File: config.mk
export PLATFORM = sky130hd
export DESIGN_NAME = lock_manager_mc
export DESIGN_NICKNAME = d
export VERILOG_FILES = /design/src/rtl/lock_manager_mc.sv
export SDC_FILE = /design/constraint.sdc
export NUM_CORES = 1
export LEC_CHECK = 0
export ABC_AREA = 0
export BUFFER_PORTS_ARGS = -buffer_cell sky130_fd_sc_hd__buf_2
export CELL_PAD_IN_SITES_DETAIL_PLACEMENT = 1
export CELL_PAD_IN_SITES_GLOBAL_PLACEMENT = 2
export CORE_AREA = 2 2 95 97
export DETAILED_ROUTE_END_ITERATION = 8
export DIE_AREA = 0 0 97 99
export PLACE_DENSITY_LB_ADDON = 0.1
export SLEW_MARGIN = 25
export SYNTH_ARGS = -nofsm -noshare
export SYNTH_HDL_FRONTEND = slang
export SYNTH_SLANG_ARGS = --single-unit
File: constraint.sdc
create_clock -name clk -period 1.5 [get_ports clk]
set_input_delay 0.3 -clock clk [delete_from_list [all_inputs] [get_ports clk]]
set_output_delay 0.3 -clock clk [all_outputs]
set_load 0.1 [all_outputs]
File: src/rtl/lock_manager_mc.sv
// Multi-channel ownership lock manager.
// Each channel is held by one ID and can release itself after a hold timeout.
module lock_manager_mc #(
  parameter int NUM_CH  = 4,
  parameter int ID_W    = 3,
  parameter int TIMEOUT = 16,
  localparam int CNT_W  = (TIMEOUT > 0) ? $clog2(TIMEOUT + 1) : 1
) (
  input  logic                     clk,
  input  logic                     rst,
  input  logic [NUM_CH-1:0]        lock_req,
  input  logic [NUM_CH-1:0]        unlock,
  input  logic [NUM_CH*ID_W-1:0]   req_id,
  output logic [NUM_CH-1:0]        locked,
  output logic [NUM_CH*ID_W-1:0]   owner,
  output logic [NUM_CH-1:0]        grant,
  output logic [NUM_CH-1:0]        deny,
  output logic [NUM_CH-1:0]        timeout_evt,
  output logic                     any_locked
);

  typedef enum logic {
    UNLOCKED = 1'b0,
    LOCKED   = 1'b1
  } state_t;

  state_t           state   [NUM_CH];
  state_t           state_n [NUM_CH];
  logic [CNT_W-1:0] cnt     [NUM_CH];
  logic [CNT_W-1:0] cnt_n   [NUM_CH];

  logic [NUM_CH*ID_W-1:0] owner_n;
  logic [NUM_CH-1:0]      locked_n;
  logic [NUM_CH-1:0]      grant_n;
  logic [NUM_CH-1:0]      deny_n;
  logic [NUM_CH-1:0]      tevt_n;

  always_comb begin
    logic [ID_W-1:0]  id;
    logic [CNT_W-1:0] cnt_adv;
    logic             match;
    logic             expire;
    logic             rel;
    logic             refresh;
    owner_n  = owner;
    locked_n = '0;
    grant_n  = '0;
    deny_n   = '0;
    tevt_n   = '0;
    id       = '0;
    cnt_adv  = '0;
    match    = 1'b0;
    expire   = 1'b0;
    rel      = 1'b0;
    refresh  = 1'b0;
    for (int i = 0; i < NUM_CH; i++) begin
      state_n[i] = state[i];
      cnt_n[i]   = cnt[i];
      id      = req_id[i*ID_W +: ID_W];
      match   = (id == owner[i*ID_W +: ID_W]);
      rel     = unlock[i] & match;
      refresh = lock_req[i] & ~unlock[i] & match;
      expire  = 1'b0;
      cnt_adv = '0;
      // A disabled timeout pins the counter at zero.
      if (TIMEOUT > 0) begin
        if (cnt[i] == CNT_W'(TIMEOUT - 1))
          expire = 1'b1;
        else
          cnt_adv = cnt[i] + 1'b1;
      end
      unique case (state[i])
        UNLOCKED: begin
          if (lock_req[i]) begin
            state_n[i] = LOCKED;
            owner_n[i*ID_W +: ID_W] = id;
            cnt_n[i]   = '0;
            grant_n[i] = 1'b1;
          end else if (unlock[i]) begin
            deny_n[i] = 1'b1;
          end
        end
        LOCKED: begin
          unique case (1'b1)
            rel: begin
              state_n[i] = UNLOCKED;
              owner_n[i*ID_W +: ID_W] = '0;
              cnt_n[i]   = '0;
            end
            refresh: begin
              cnt_n[i]   = '0;
              grant_n[i] = 1'b1;
            end
            default: begin
              deny_n[i] = lock_req[i] | unlock[i];
              if (expire) begin
                state_n[i] = UNLOCKED;
                owner_n[i*ID_W +: ID_W] = '0;
                cnt_n[i]  = '0;
                tevt_n[i] = 1'b1;
              end else begin
                cnt_n[i] = cnt_adv;
              end
            end
          endcase
        end
        default: ;
      endcase
      locked_n[i] = (state_n[i] == LOCKED);
    end
  end

  always_ff @(posedge clk or negedge rst) begin
    if (!rst) begin
      for (int i = 0; i < NUM_CH; i++) begin
        state[i] <= UNLOCKED;
        cnt[i]   <= '0;
      end
      locked      <= '0;
      owner       <= '0;
      grant       <= '0;
      deny        <= '0;
      timeout_evt <= '0;
      any_locked  <= 1'b0;
    end else begin
      for (int i = 0; i < NUM_CH; i++) begin
        state[i] <= state_n[i];
        cnt[i]   <= cnt_n[i];
      end
      locked      <= locked_n;
      owner       <= owner_n;
      grant       <= grant_n;
      deny        <= deny_n;
      timeout_evt <= tevt_n;
      any_locked  <= |locked_n;
    end
  end

endmodule

==> impl_metrics.ini <==
[placed_design]
place_area_um2 = 4110
gp_congestion = 0.738
dp.cells = 495
dpl_worst_slack_ns = -0.209
dp_hpwl_um = 6090
portBuffers = 50

[floorplan]
die_x_um = 97
coreArea_um2 = 8550
floorplan.initialDensity = 0.316
chipHeight_um = 99
die_area_um2 = 9600
num_rows = 34
io_pins = 51

[power]
peakVddDrop_mv = 1.25
p_per_area_nw_per_um2 = 2230
p_leak_nw = 2.23

[finish]
fin_nets = 448
antennaDiodeCount = 0
regArea_um2 = 1280
drive_gt1_frac = 0.626
fin_area_um2 = 5050
num-fill-cells = 897
multi_input_area_um2 = 1980
finalNonFillerCells = 531
syn_to_final_growth_pct = 86.7

[timing]
skew_ns = 0.00695
max_freq_ghz = 0.580
finalSetupViolCount = 29
max-slew-margin-rel = 0.673
max_slew.worst_pin.slew_ns = 0.493
fin_tns_setup_ns = -1.31
setup_ws_ns = -0.225
final_max_slew_viol_count = 0
layout_min_cycle_time_ns = 1.73
hold_viol_final = 0
rsz0062_at_grt = yes
post-route-period-util = 1.15

[critical_path]
crit_path_end_kind = flip-flop
crit_family = simple AND/OR/NAND/NOR gates
cp_cell_sequence = xor2_2 > nor4_1 > a311oi_1 > or4_1
cp_num_cells = 4
r2r-start = owner[9]$_DFFE_PN0P_
reg2reg_slack_ns = -0.23
cp.arrival_ns = 1.91
worstSetupPathType = reg2reg
cp_slowest_cell = dfrtp_4
cp_max_fo = 2
critPathLaunchType = flip-flop
r2r_cells = 4
path_buf_inv = 0
worstPathRequired_ns = 1.69
critPathMaxStageDelay_ns = 0.51
rr_endpoint = any_locked$_DFF_PN0_

[drt]
wirelength_um = 9100
dr.max_layer_used = met4
drc = 0
ant_nets = 0
drt-met1-wl_um = 3740
drt_iter0_drc = 55
first_pass_iters = 4
wl_met3_um = 178
viasPerCell = 5.05
vias = 2684
wl_met2_um = 5040
wl_per_cell_um = 17.1

[global_routing]
grt_pass1_wl_um = 14900
grt_max_degree = 50
grt.total_usage = 0.191
grt_antenna_before_repair = 0
grt_overflow = 0
grt_pass1_vias = 2980

[min_path]
holdPathEnd = deny[1]$_DFF_PN0_
hold_path_depth = 3
hold_class = in2reg
hp-start = lock_req[1]

[yosys]
synth_nets = 283
ys_seq_area_frac = 0.453
syn-instance-count = 257
synth-edff-count = 0
avgSynthCellArea_um2 = 10.5
synth_cell_types = 40
yosys_warnings = 0
async_flop_share = 1.00
ys_ff_latch = 49
netlist_area_um2 = 2700
synthFlopType = dfrtp_1

[clock_network]
path_clk_slew_ns = 0.10
cts_root_buf = clkbuf_8
worstSkewPairLatency_ns = 0.31
cts_tree = done
cts.sink_count = 49
cts-htree-levels = 2
cts_buffers = 5
max-clock-path-buffers = 2

[outcome]
outcome = finished, violations left
violations = setup timing

[flow_run]
drv_cap = 0
## where the power goes
part / switching [W] / internal (W) / total (W)
clock network: 0.000473 / 0.000545 / 0.00102
registers: 0.000453 / 0.00190 / 0.00235
logic: 0.00432 / 0.00357 / 0.00790
total: 0.00525 / 0.00602 / 0.0113
## cells in the final DEF (no fill, tap or decap), drive strengths merged, types with 7 or more instances in the layout
| cell | synthesis | final |
|---|---|---|
| nor4 | 10 | 10 |
| mux2i | 12 | 12 |
| clkbuf | 4 | 7 |
| xor2 | 12 | 12 |
| nand2 | 16 | 16 |
| nand3 | 11 | 11 |
| o2bb2ai | 12 | 12 |
| xnor2 | 13 | 13 |
| and2 | 7 | 7 |
| o21ai | 7 | 7 |
| buf | 7 | 168 |
| dfrtp | 49 | 49 |
| nor2 | 23 | 23 |
| nand4b | 7 | 7 |
| a21oi | 11 | 11 |
## metrics by stage
step / hold slack (ns) / utilization / total power (W)
floorplan: 0.00441 / - / 0.00617
global placement: 0.312 / 0.481 / 0.00854
detailed placement: 0.316 / 0.481 / 0.00871
CTS: 0.298 / 0.553 / 0.0106
global route: 0.309 / 0.590 / 0.0119
finish: 0.306 / 0.590 / 0.0113
## cell usage after synthesis (all sizes together), types with 2 or more instances
cell	n	area, µm²
a41o	4	40.0
nor4	10	87.6
o211a	2	20.0
dfrtp	49	1230
o2bb2ai	12	105
o21a	4	30.0
o31ai	4	30.0
nand3	11	65.1
nand3b	6	45.0
nor2	23	86.3
ha	4	50.1
and3	5	31.3
mux2i	12	120
nand2	16	60.1
a21oi	11	55.1
inv	3	11.3
xnor2	13	114
a22o	5	43.8
o211ai	3	22.5
a221o	3	30.0
clkbuf	4	16.3
o21ai	7	35.0
a311oi	4	35.0
xor2	12	105
nand4	2	12.5
buf	7	52.5
nand4b	7	61.3
and2	7	43.8
## logic make-up after synthesis
| logic type | Yosys count | synth area share |
|---|---|---|
| mux | 12 | 0.0444 |
| simple gates | 90 | 0.190 |
| buf+inv | 14 | 0.0296 |
| compound gates | 63 | 0.183 |
| xor+xnor | 25 | 0.0810 |
| flops | 49 | 0.453 |
| fa+ha+maj | 4 | 0.0185 |
## how the worst max path moves through the flow
| stage | start | end |
|---|---|---|
| after floorplan | owner[6]$_DFFE_PN0P_ | any_locked$_DFF_PN0_ |
| after global placement | cnt[15]$_DFFE_PN0P_ | any_locked$_DFF_PN0_ |
| after detailed placement | cnt[6]$_DFFE_PN0P_ | any_locked$_DFF_PN0_ |
| after CTS | owner[0]$_DFFE_PN0P_ | any_locked$_DFF_PN0_ |
| after global routing | owner[9]$_DFFE_PN0P_ | any_locked$_DFF_PN0_ |
| final | owner[9]$_DFFE_PN0P_ | any_locked$_DFF_PN0_ |
## repair_timing
item                                   CTS  global route
endpoints found under the hold margin   49             0
pin swaps                               31            25
setup endpoints to repair               38            42
resized for setup                       59            46
setup buffers                           20             9
hold buffers                             1             0
## registers in the layout (all words and copies together) (netlist names)
name	flops
timeout_evt	4
grant	4
locked	4
any_locked	1
deny	4
owner	12
cnt	20
## routing by layer
metal / global-route usage / vias to the layer above
li1: - / 1293
met1: 0.225 / 1349
met2: 0.358 / 31
met3: 0.0277 / 11
met4: 0.0607 / 0
met5: 0 / -
## worst register-to-register path: stages, from the launching register on
cell and delay [ns]:
dfrtp_4 0.51, xor2_2 0.17, nor4_1 0.33, a311oi_1 0.10, or4_1 0.49
## final cells by class
class	count	share of cell area
Multi-Input combinational cell	194	0.392
Clock inverter	1	0.00595
Sequential cell	49	0.254
Clock buffer	7	0.0171
Tap cell	108	0.0268
Inverter	3	0.00223
Timing Repair Buffer	169	0.301
Note: power is estimated with default switching activity, not from simulation.
